### config.mk
export PLATFORM = sky130hd
export DESIGN_NAME = reset_sequencer_flat
export DESIGN_NICKNAME = d
export VERILOG_FILES = /design/src/rtl/reset_sequencer_if.sv /design/src/rtl/reset_sequencer.sv /design/src/flat_wrapper.sv
export SDC_FILE = /design/constraint.sdc
export NUM_CORES = 1
export LEC_CHECK = 0
export BUFFER_PORTS_ARGS = -buffer_cell sky130_fd_sc_hd__buf_2
export CORE_UTILIZATION = 44
export CTS_BUF_LIST = sky130_fd_sc_hd__clkbuf_8
export DETAILED_ROUTE_END_ITERATION = 8
export GPL_TIMING_DRIVEN = 1
export PLACE_DENSITY = 0.91
export SKIP_LAST_GASP = 1
export SLEW_MARGIN = 30
export SYNTH_ARGS = -nofsm -noshare
export SYNTH_HDL_FRONTEND = slang
export SYNTH_SLANG_ARGS = --single-unit
### constraint.sdc
create_clock -name CLK -period 2.5 [get_ports CLK]
set_clock_uncertainty 0.15 [all_clocks]
set_input_delay 0.375 -clock CLK [delete_from_list [all_inputs] [get_ports CLK]]
set_output_delay 0.375 -clock CLK [all_outputs]
set_load 0.05 [all_outputs]
### src/rtl/reset_sequencer_if.sv
// reset_sequencer_if: register-file / PHY signal bundle for the reset sequencer.
// slave modport is the sequencer side, master is the register-file/PHY side.
interface reset_sequencer_if #(
  parameter int ALERT_W = 16
);
  logic [7:0]         iTRANSMIT;
  logic               iTRANSMIT_WE;
  logic [ALERT_W-1:0] iAlert;
  logic [ALERT_W-1:0] iAlert_Clr;
  logic [7:0]         iRECEIVE_DETECT;
  logic [7:0]         iRECEIVE_BYTE_COUNT;
  logic               iPHY_Done;
  logic [7:0]         oTRANSMIT;
  logic [ALERT_W-1:0] ALERT;
  logic [7:0]         oRECEIVE_DETECT;
  logic [7:0]         oRECEIVE_BYTE_COUNT;
  logic               oPHY_Tx_Req;
  logic [2:0]         oPHY_Tx_Type;
  logic               PHY_Stop_Attempting_Reset;
  logic               oBusy;
  modport slave (
    input  iTRANSMIT, iTRANSMIT_WE, iAlert, iAlert_Clr, iRECEIVE_DETECT, iRECEIVE_BYTE_COUNT, iPHY_Done,
    output oTRANSMIT, ALERT, oRECEIVE_DETECT, oRECEIVE_BYTE_COUNT, oPHY_Tx_Req, oPHY_Tx_Type,
           PHY_Stop_Attempting_Reset, oBusy
  );
  modport master (
    output iTRANSMIT, iTRANSMIT_WE, iAlert, iAlert_Clr, iRECEIVE_DETECT, iRECEIVE_BYTE_COUNT, iPHY_Done,
    input  oTRANSMIT, ALERT, oRECEIVE_DETECT, oRECEIVE_BYTE_COUNT, oPHY_Tx_Req, oPHY_Tx_Type,
           PHY_Stop_Attempting_Reset, oBusy
  );
endinterface

### src/rtl/reset_sequencer.sv
// reset_sequencer: drives Hard/Cable Reset signalling on the PHY with timeout and retries.
// Ports: CLK (rising edge), reset (async, active high), bus (reset_sequencer_if.slave):
//   TRANSMIT write strobe/value in, PHY send request/type out, PHY done in,
//   ALERT = iAlert | sticky status bits, receive registers masked while holding off.
module reset_sequencer #(
  parameter int TIMEOUT_CYC = 32,
  parameter int MAX_RETRIES = 3,
  parameter int RX_HOLD     = 4,
  parameter int ALERT_W     = 16
) (
  input logic CLK,
  input logic reset,
  reset_sequencer_if.slave bus
);
  typedef enum logic [2:0] {IDLE, SEND, WAIT, SUCCESS, FAIL, HOLD} state_t;
  localparam int TMAX = TIMEOUT_CYC > RX_HOLD ? TIMEOUT_CYC : RX_HOLD;
  localparam int TW = TMAX > 1 ? $clog2(TMAX) : 1;
  localparam logic [TW-1:0] TIMEOUT_LAST = TW'(TIMEOUT_CYC - 1);
  localparam logic [TW-1:0] HOLD_LAST = TW'(RX_HOLD - 1);
  localparam logic [1:0] MAX_R = 2'(MAX_RETRIES);
  state_t state, nextState;
  logic [TW-1:0] timer, nextTimer;
  logic [1:0] attempt, nextAttempt, limit, nextLimit;
  logic [2:0] txType, nextType;
  logic [ALERT_W-1:0] sticky, nextSticky, setBits;
  logic isResetType, hold;
  assign isResetType = bus.iTRANSMIT[2:0] == 3'b101 || bus.iTRANSMIT[2:0] == 3'b110;
  always_ff @(posedge CLK or posedge reset)
    if (reset) begin
      state   <= IDLE;
      timer   <= '0;
      attempt <= '0;
      limit   <= '0;
      txType  <= '0;
      sticky  <= '0;
    end else begin
      state   <= nextState;
      timer   <= nextTimer;
      attempt <= nextAttempt;
      limit   <= nextLimit;
      txType  <= nextType;
      sticky  <= nextSticky;
    end
  always_comb begin
    nextState = state;
    nextTimer = timer;
    nextAttempt = attempt;
    nextLimit = limit;
    nextType = txType;
    setBits = '0;
    setBits[5] = bus.iTRANSMIT_WE && state != IDLE;
    case (state)
      IDLE:
        if (bus.iTRANSMIT_WE && isResetType) begin
          nextType = bus.iTRANSMIT[2:0];
          nextLimit = bus.iTRANSMIT[5:4] > MAX_R ? MAX_R : bus.iTRANSMIT[5:4];
          nextAttempt = '0;
          nextState = SEND;
        end
      SEND: begin
        nextTimer = '0;
        nextState = WAIT;
      end
      WAIT:
        if (bus.iPHY_Done) nextState = SUCCESS;
        else if (timer == TIMEOUT_LAST) begin
          nextState = attempt < limit ? SEND : FAIL;
          nextAttempt = attempt < limit ? attempt + 2'd1 : attempt;
        end else nextTimer = timer + 1'b1;
      SUCCESS: begin
        setBits[6] = 1'b1;
        nextTimer = '0;
        nextState = HOLD;
      end
      FAIL: begin
        setBits[4] = 1'b1;
        nextTimer = '0;
        nextState = HOLD;
      end
      HOLD:
        if (timer == HOLD_LAST) nextState = IDLE;
        else nextTimer = timer + 1'b1;
      default: nextState = IDLE;
    endcase
    // set is applied after the clear so a same-cycle set survives
    nextSticky = (sticky & ~bus.iAlert_Clr) | setBits;
  end
  assign hold = state == HOLD;
  assign bus.oBusy = state != IDLE;
  assign bus.oPHY_Tx_Req = state == SEND;
  assign bus.PHY_Stop_Attempting_Reset = state == FAIL;
  assign bus.oPHY_Tx_Type = txType;
  assign bus.ALERT = bus.iAlert | sticky;
  assign bus.oTRANSMIT = hold ? '0 : bus.iTRANSMIT;
  assign bus.oRECEIVE_DETECT = hold ? '0 : bus.iRECEIVE_DETECT;
  assign bus.oRECEIVE_BYTE_COUNT = hold ? '0 : bus.iRECEIVE_BYTE_COUNT;
endmodule

### src/flat_wrapper.sv
// flat-port wrapper written by rule: the top's interface ports become plain ports
module reset_sequencer_flat 
#(
  parameter int TIMEOUT_CYC = 32,
  parameter int MAX_RETRIES = 3,
  parameter int RX_HOLD     = 4,
  parameter int ALERT_W     = 16
)
  (CLK, reset, bus_iTRANSMIT, bus_iTRANSMIT_WE, bus_iAlert, bus_iAlert_Clr, bus_iRECEIVE_DETECT, bus_iRECEIVE_BYTE_COUNT, bus_iPHY_Done, bus_oTRANSMIT, bus_ALERT, bus_oRECEIVE_DETECT, bus_oRECEIVE_BYTE_COUNT, bus_oPHY_Tx_Req, bus_oPHY_Tx_Type, bus_PHY_Stop_Attempting_Reset, bus_oBusy);
  reset_sequencer_if #(.ALERT_W(ALERT_W)) bus_i ();
  input logic CLK;
  input logic reset;
  input wire logic [$bits(bus_i.iTRANSMIT)-1:0] bus_iTRANSMIT;
  input wire logic [$bits(bus_i.iTRANSMIT_WE)-1:0] bus_iTRANSMIT_WE;
  input wire logic [$bits(bus_i.iAlert)-1:0] bus_iAlert;
  input wire logic [$bits(bus_i.iAlert_Clr)-1:0] bus_iAlert_Clr;
  input wire logic [$bits(bus_i.iRECEIVE_DETECT)-1:0] bus_iRECEIVE_DETECT;
  input wire logic [$bits(bus_i.iRECEIVE_BYTE_COUNT)-1:0] bus_iRECEIVE_BYTE_COUNT;
  input wire logic [$bits(bus_i.iPHY_Done)-1:0] bus_iPHY_Done;
  output wire logic [$bits(bus_i.oTRANSMIT)-1:0] bus_oTRANSMIT;
  output wire logic [$bits(bus_i.ALERT)-1:0] bus_ALERT;
  output wire logic [$bits(bus_i.oRECEIVE_DETECT)-1:0] bus_oRECEIVE_DETECT;
  output wire logic [$bits(bus_i.oRECEIVE_BYTE_COUNT)-1:0] bus_oRECEIVE_BYTE_COUNT;
  output wire logic [$bits(bus_i.oPHY_Tx_Req)-1:0] bus_oPHY_Tx_Req;
  output wire logic [$bits(bus_i.oPHY_Tx_Type)-1:0] bus_oPHY_Tx_Type;
  output wire logic [$bits(bus_i.PHY_Stop_Attempting_Reset)-1:0] bus_PHY_Stop_Attempting_Reset;
  output wire logic [$bits(bus_i.oBusy)-1:0] bus_oBusy;
  assign bus_i.iTRANSMIT = bus_iTRANSMIT;
  assign bus_i.iTRANSMIT_WE = bus_iTRANSMIT_WE;
  assign bus_i.iAlert = bus_iAlert;
  assign bus_i.iAlert_Clr = bus_iAlert_Clr;
  assign bus_i.iRECEIVE_DETECT = bus_iRECEIVE_DETECT;
  assign bus_i.iRECEIVE_BYTE_COUNT = bus_iRECEIVE_BYTE_COUNT;
  assign bus_i.iPHY_Done = bus_iPHY_Done;
  assign bus_oTRANSMIT = bus_i.oTRANSMIT;
  assign bus_ALERT = bus_i.ALERT;
  assign bus_oRECEIVE_DETECT = bus_i.oRECEIVE_DETECT;
  assign bus_oRECEIVE_BYTE_COUNT = bus_i.oRECEIVE_BYTE_COUNT;
  assign bus_oPHY_Tx_Req = bus_i.oPHY_Tx_Req;
  assign bus_oPHY_Tx_Type = bus_i.oPHY_Tx_Type;
  assign bus_PHY_Stop_Attempting_Reset = bus_i.PHY_Stop_Attempting_Reset;
  assign bus_oBusy = bus_i.oBusy;
  reset_sequencer #(.TIMEOUT_CYC(TIMEOUT_CYC), .MAX_RETRIES(MAX_RETRIES), .RX_HOLD(RX_HOLD), .ALERT_W(ALERT_W)) u_core (.CLK(CLK), .reset(reset), .bus(bus_i));
endmodule
== Yosys cells after proc, flatten, opt, wreduce, memory -nomap -nowiden ==
Index checks and enable logic that the tools add are counted.

* Add/sub/neg operators: 2
* Magnitude comparators: 2
* Eq/ne operators: 17
* Muxes and demuxes: 21
* Bitwise gates (word level): 4
* Reductions and logical operators: 13

{| class="wikitable"
|+ Operators by type and width
! kind !! count
|-
| $mux 8 || 3
|-
| $and 16x16->16 || 1
|-
| $not 16->16 || 1
|-
| $or 16x16->16 || 1
|-
| $or 16x7->16 || 1
|-
| $mux 3 || 5
|-
| $mux 5 || 3
|-
| $pmux 3 s5 || 1
|-
| $pmux 5 s3 || 1
|-
| $eq 3x3->1 const B || 4
|-
| $mux 2 || 5
|-
| $ne 2x2->1 const B || 4
|-
| $eq 3x2->1 const B || 2
|-
| $ne 2x1->1 const B || 3
|-
| $reduce_bool 3->1 || 2
|-
| $add 5x1->5 const B || 1
|-
| $eq 5x2->1 const B || 1
|-
| $eq 5x5->1 const B || 1
|-
| $reduce_and 5->1 || 1
|-
| $pmux 2 s2 || 1
|-
| $reduce_and 4->1 || 1
|-
| $eq 3x1->1 const B || 1
|-
| $logic_not 3->1 || 1
|-
| $ne 3x2->1 const B || 1
|-
| 11 further kinds || 13
|}

* Register bits: 31
* Input bits: 60
* Output and inout bits: 46
* Logic and storage cells: 65

== Logic depth before layout (Yosys ltp) ==
* Depth in word-level cells: 5
* Gate-level depth with buffers: 7
* Mapped depth without buffers: 7

== Worst setup path after synthesis ==
No wires, ideal clock.

* Kind: register -> register
* From: register u_core.timer[0]
* To: register u_core.timer[1]
* Setup time: 0.079 ns
* Arrival: 1.805 ns
* Required time: 2.271 ns
* Path slack: 0.465 ns
* Cell stages (with the launch flop): 7
* Path buffers: 0
* Clock period less this slack: 2.035 ns
* Cells stage by stage: dfrtp_1 -> ha_1 -> and3_2 -> ha_1 -> nor4b_1 -> or3_4 -> mux2i_1

* Cells in the longest elaborated chain, start to end: 4
* Elaborated cells on any way between the ends: 10
* Those cells by class: add/sub: 1; eq/ne: 4; mux: 4; reduce/logical: 1

{| class="wikitable"
|+ Ends and longest elaborated chain
! what !! RTL line !! source
|-
| start: declaration || reset_sequencer.sv:22 || <nowiki>logic [TW-1:0] timer, nextTimer;</nowiki>
|-
| start signal: assignment || reset_sequencer.sv:38 || <nowiki>timer <= nextTimer;</nowiki>
|-
| $add 5x1->5 || reset_sequencer.sv:69, reset_sequencer.sv:82 ||
|-
| $mux 5 || reset_sequencer.sv:66 || <nowiki>else if (timer == TIMEOUT_LAST) begin</nowiki>
|-
| $mux 5 || reset_sequencer.sv:65 || <nowiki>if (bus.iPHY_Done) nextState = SUCCESS;</nowiki>
|-
| $pmux 5 s3 || reset_sequencer.sv:52 || <nowiki>case (state)</nowiki>
|}

Parallel ways exist; a longest one is shown, timed or not. The select of a mux whose other input is x is not followed.
A chain may end at the register's enable or synchronous reset.

== Worst setup path after layout ==
* From: register u_core.timer[0]
* To: register u_core.timer[4]

The elaborated chain is that of the path after synthesis.

==> flow_summary.ini <==
[run_status]
status = completed

[cts]
h-tree-depth = 2
tritoncts = yes
holdBufCountCts = 0
clk_pin_slew_ps = 60
clockRootBuffer = clkbuf_8
cts_buffers = 5
clockBufferDepth = 2
clock_latency_ps = 280
post_cts_buffers = 0
cts.sink_count = 31
cts_resized = 0

[placement]
hpwl_um = 3000
place_congestion = 0.876
numPortBuffers = 105

[global_route]
grt_pass1_vias = 1482
antenna_found_initial = 0
use_met3 = 0.0661
met2_usage = 0.350
grt_start_max_net_pins = 27
grt-busiest-layer = met2
track_usage = 0.202
grt_pass1_wl_um = 6290
grt_overflow_total = 0
grtUsageMet1 = 0.228

[timing]
hold_violations = 0
period_share = 0.932
max_freq_mhz = 429
worst_pin_slew_ps = 811
slew_violations = 0
relSlewSlack = 0.459
fin_tns_setup_ps = 0
hold_slack_ps = 85.7
fin_crit_ps = 2330
setup_viol = 0
rsz0062_at_grt = no

[power_and_ir_drop]
p_per_area_mw_per_mm2 = 1020
combPwrFrac = 0.485
clockPowerShare = 0.207
power_frac_seq = 0.307
intPower_mw = 1.31
p_sw_mw = 1.11
vdd_drop_max_mv = 0.626
power_leakage_nw = 1.27
switching_share = 0.458

[logic_synthesis]
yosys_warnings = 0
async_flop_share = 1.00
synth_fp_nets = 240
ys_seq_area_frac = 0.462
syn_avg_cell_area_um2 = 9.48
synthFlopType = dfrtp_1
synth_seq_cells = 31
synth.distinct_cells = 39
synth_edf_count = 0
netlist_instances = 177
syn_area_mm2 = 0.00168

[floorplanning]
start_util = 0.458
die_w_um = 63.8
die_h_um = 63.8
num_rows = 22
core_mm2 = 0.00366
die_area_mm2 = 0.00406
io_pins = 106

[finish]
final_cell_mix = buf_2 (105), dfrtp_1 (31), and2_1 (24), or2_2 (17)
diodes = 0
n_fill_cell = 300
drive_gt1_frac = 0.491
final_core_util = 0.649
num-nets-final = 349
syn2layout_area_growth_pct = 41.5
final_common_cell = buf_2

[critical_path]
start_kind = flop
end_kind = flop
r2r-end = u_core.timer[4]
r2r_start = u_core.timer[0]
ff2ff_setup_slack_ps = 170
crit_arrival_ps = 2380
required_ps = 2550
r2r_cells = 6
crit_fanout = 7
crit_type = flop to flop

[detailed_routing]
drt_iter0_drc = 54
wl_um = 3810
avgViaCountPerCell = 5.00
vias = 1676
ant_nets = 0
drt-wirelength-per-cell_um = 11.4
drc = 0
drt_pass1_iterations = 4

[worst_hold_path]
hp-class = input port to async pin

[job]
max_cap_violations = 0
[metrics by stage]
stage                     power [mW]  area (um^2)  worst slack [ps]  instances
after floorplan                 1.66         1680               465        177
after global placement          1.90         2260               330        327
after detailed placement        1.93         2260               217        327
after CTS                       2.44         2370               201        335
after global routing            2.57         2370              90.6        335
final                           2.42         2370               169        335
[kinds of logic after synthesis]
logic type | count (synthesis) | share of synthesized area
and+or+nand+nor | 97 | 0.356
buffers and inverters | 16 | 0.0373
muxes | 3 | 0.0186
AOI/OAI and AO/OA | 26 | 0.0977
adders and majority gates | 3 | 0.0224
xor gates and xnor gates | 1 | 0.00522
DFF | 31 | 0.462
[Yosys cell counts, types with 2 or more instances]
library cell   n  area share
buf_2          2      0.0060
and3_2         2      0.0089
o21ai_1        2      0.0060
nand2b_1       5       0.019
and2_1        24       0.089
inv_1         11       0.025
a21oi_1        4       0.012
clkbuf_1       3      0.0067
a31oi_1        3       0.011
or2_2         17       0.063
dfrtp_1       31        0.46
ha_1           3       0.022
nand3_1        5       0.015
nor3_1         2      0.0060
nor2_1         2      0.0045
nor2b_1       15       0.056
o21ai_0        7       0.021
nand2_1       15       0.034
mux2i_1        2       0.012
o22ai_1        3       0.011
[power groups by stage]
stage	clock network (mW)	registers (mW)	logic (mW)
4_1_cts	0.515	0.741	1.18
3_3_place_gp	0	0.744	1.16
3_5_place_dp	0	0.750	1.18
5_1_grt	0.539	0.766	1.27
6_report	0.502	0.745	1.18
2_1_floorplan	0	0.764	0.898
[critical path, cell delays in order, from the launching register on]
cell	delay, ps
dfrtp_1	400
ha_1	250
and3_2	220
ha_1	250
nor4b_1	540
or3_4	250
mux2i_1	190
[worst max path at each step]
stage                                from  depth (start not counted)         endpoint
after floorplan           u_core.timer[0]                          6  u_core.timer[1]
after global placement    u_core.timer[0]                          6  u_core.timer[1]
after detailed placement  u_core.timer[0]                          6  u_core.timer[4]
after CTS                 u_core.timer[0]                          6  u_core.timer[4]
after global routing      u_core.timer[0]                          6  u_core.timer[4]
final                     u_core.timer[0]                          6  u_core.timer[4]
[registers in the layout (all words and copies together) (netlist names)]
name                     cells
u_core.limit                 2
u_core.attempt               2
u_core.state                 3
u_core.bus.oPHY_Tx_Type      3
u_core.timer                 5
u_core.sticky               16
[cell type report]
class                           count  area [um^2]  share of cell area
Tap cell                           48         60.1              0.0253
Multi-Input combinational cell    130          840               0.354
Clock inverter                      2         35.0              0.0148
Timing Repair Buffer              107          541               0.228
Sequential cell                    31          776               0.327
Inverter                           11         41.3              0.0174
Clock buffer                        6         82.6              0.0348
[per-layer routing]
metal	vias up	wire, um
met4	0	36
li1	812	-
met2	93	1880
met3	5	391
met5	-	0
met1	766	1500
Note: power is estimated with default switching activity, not from simulation.
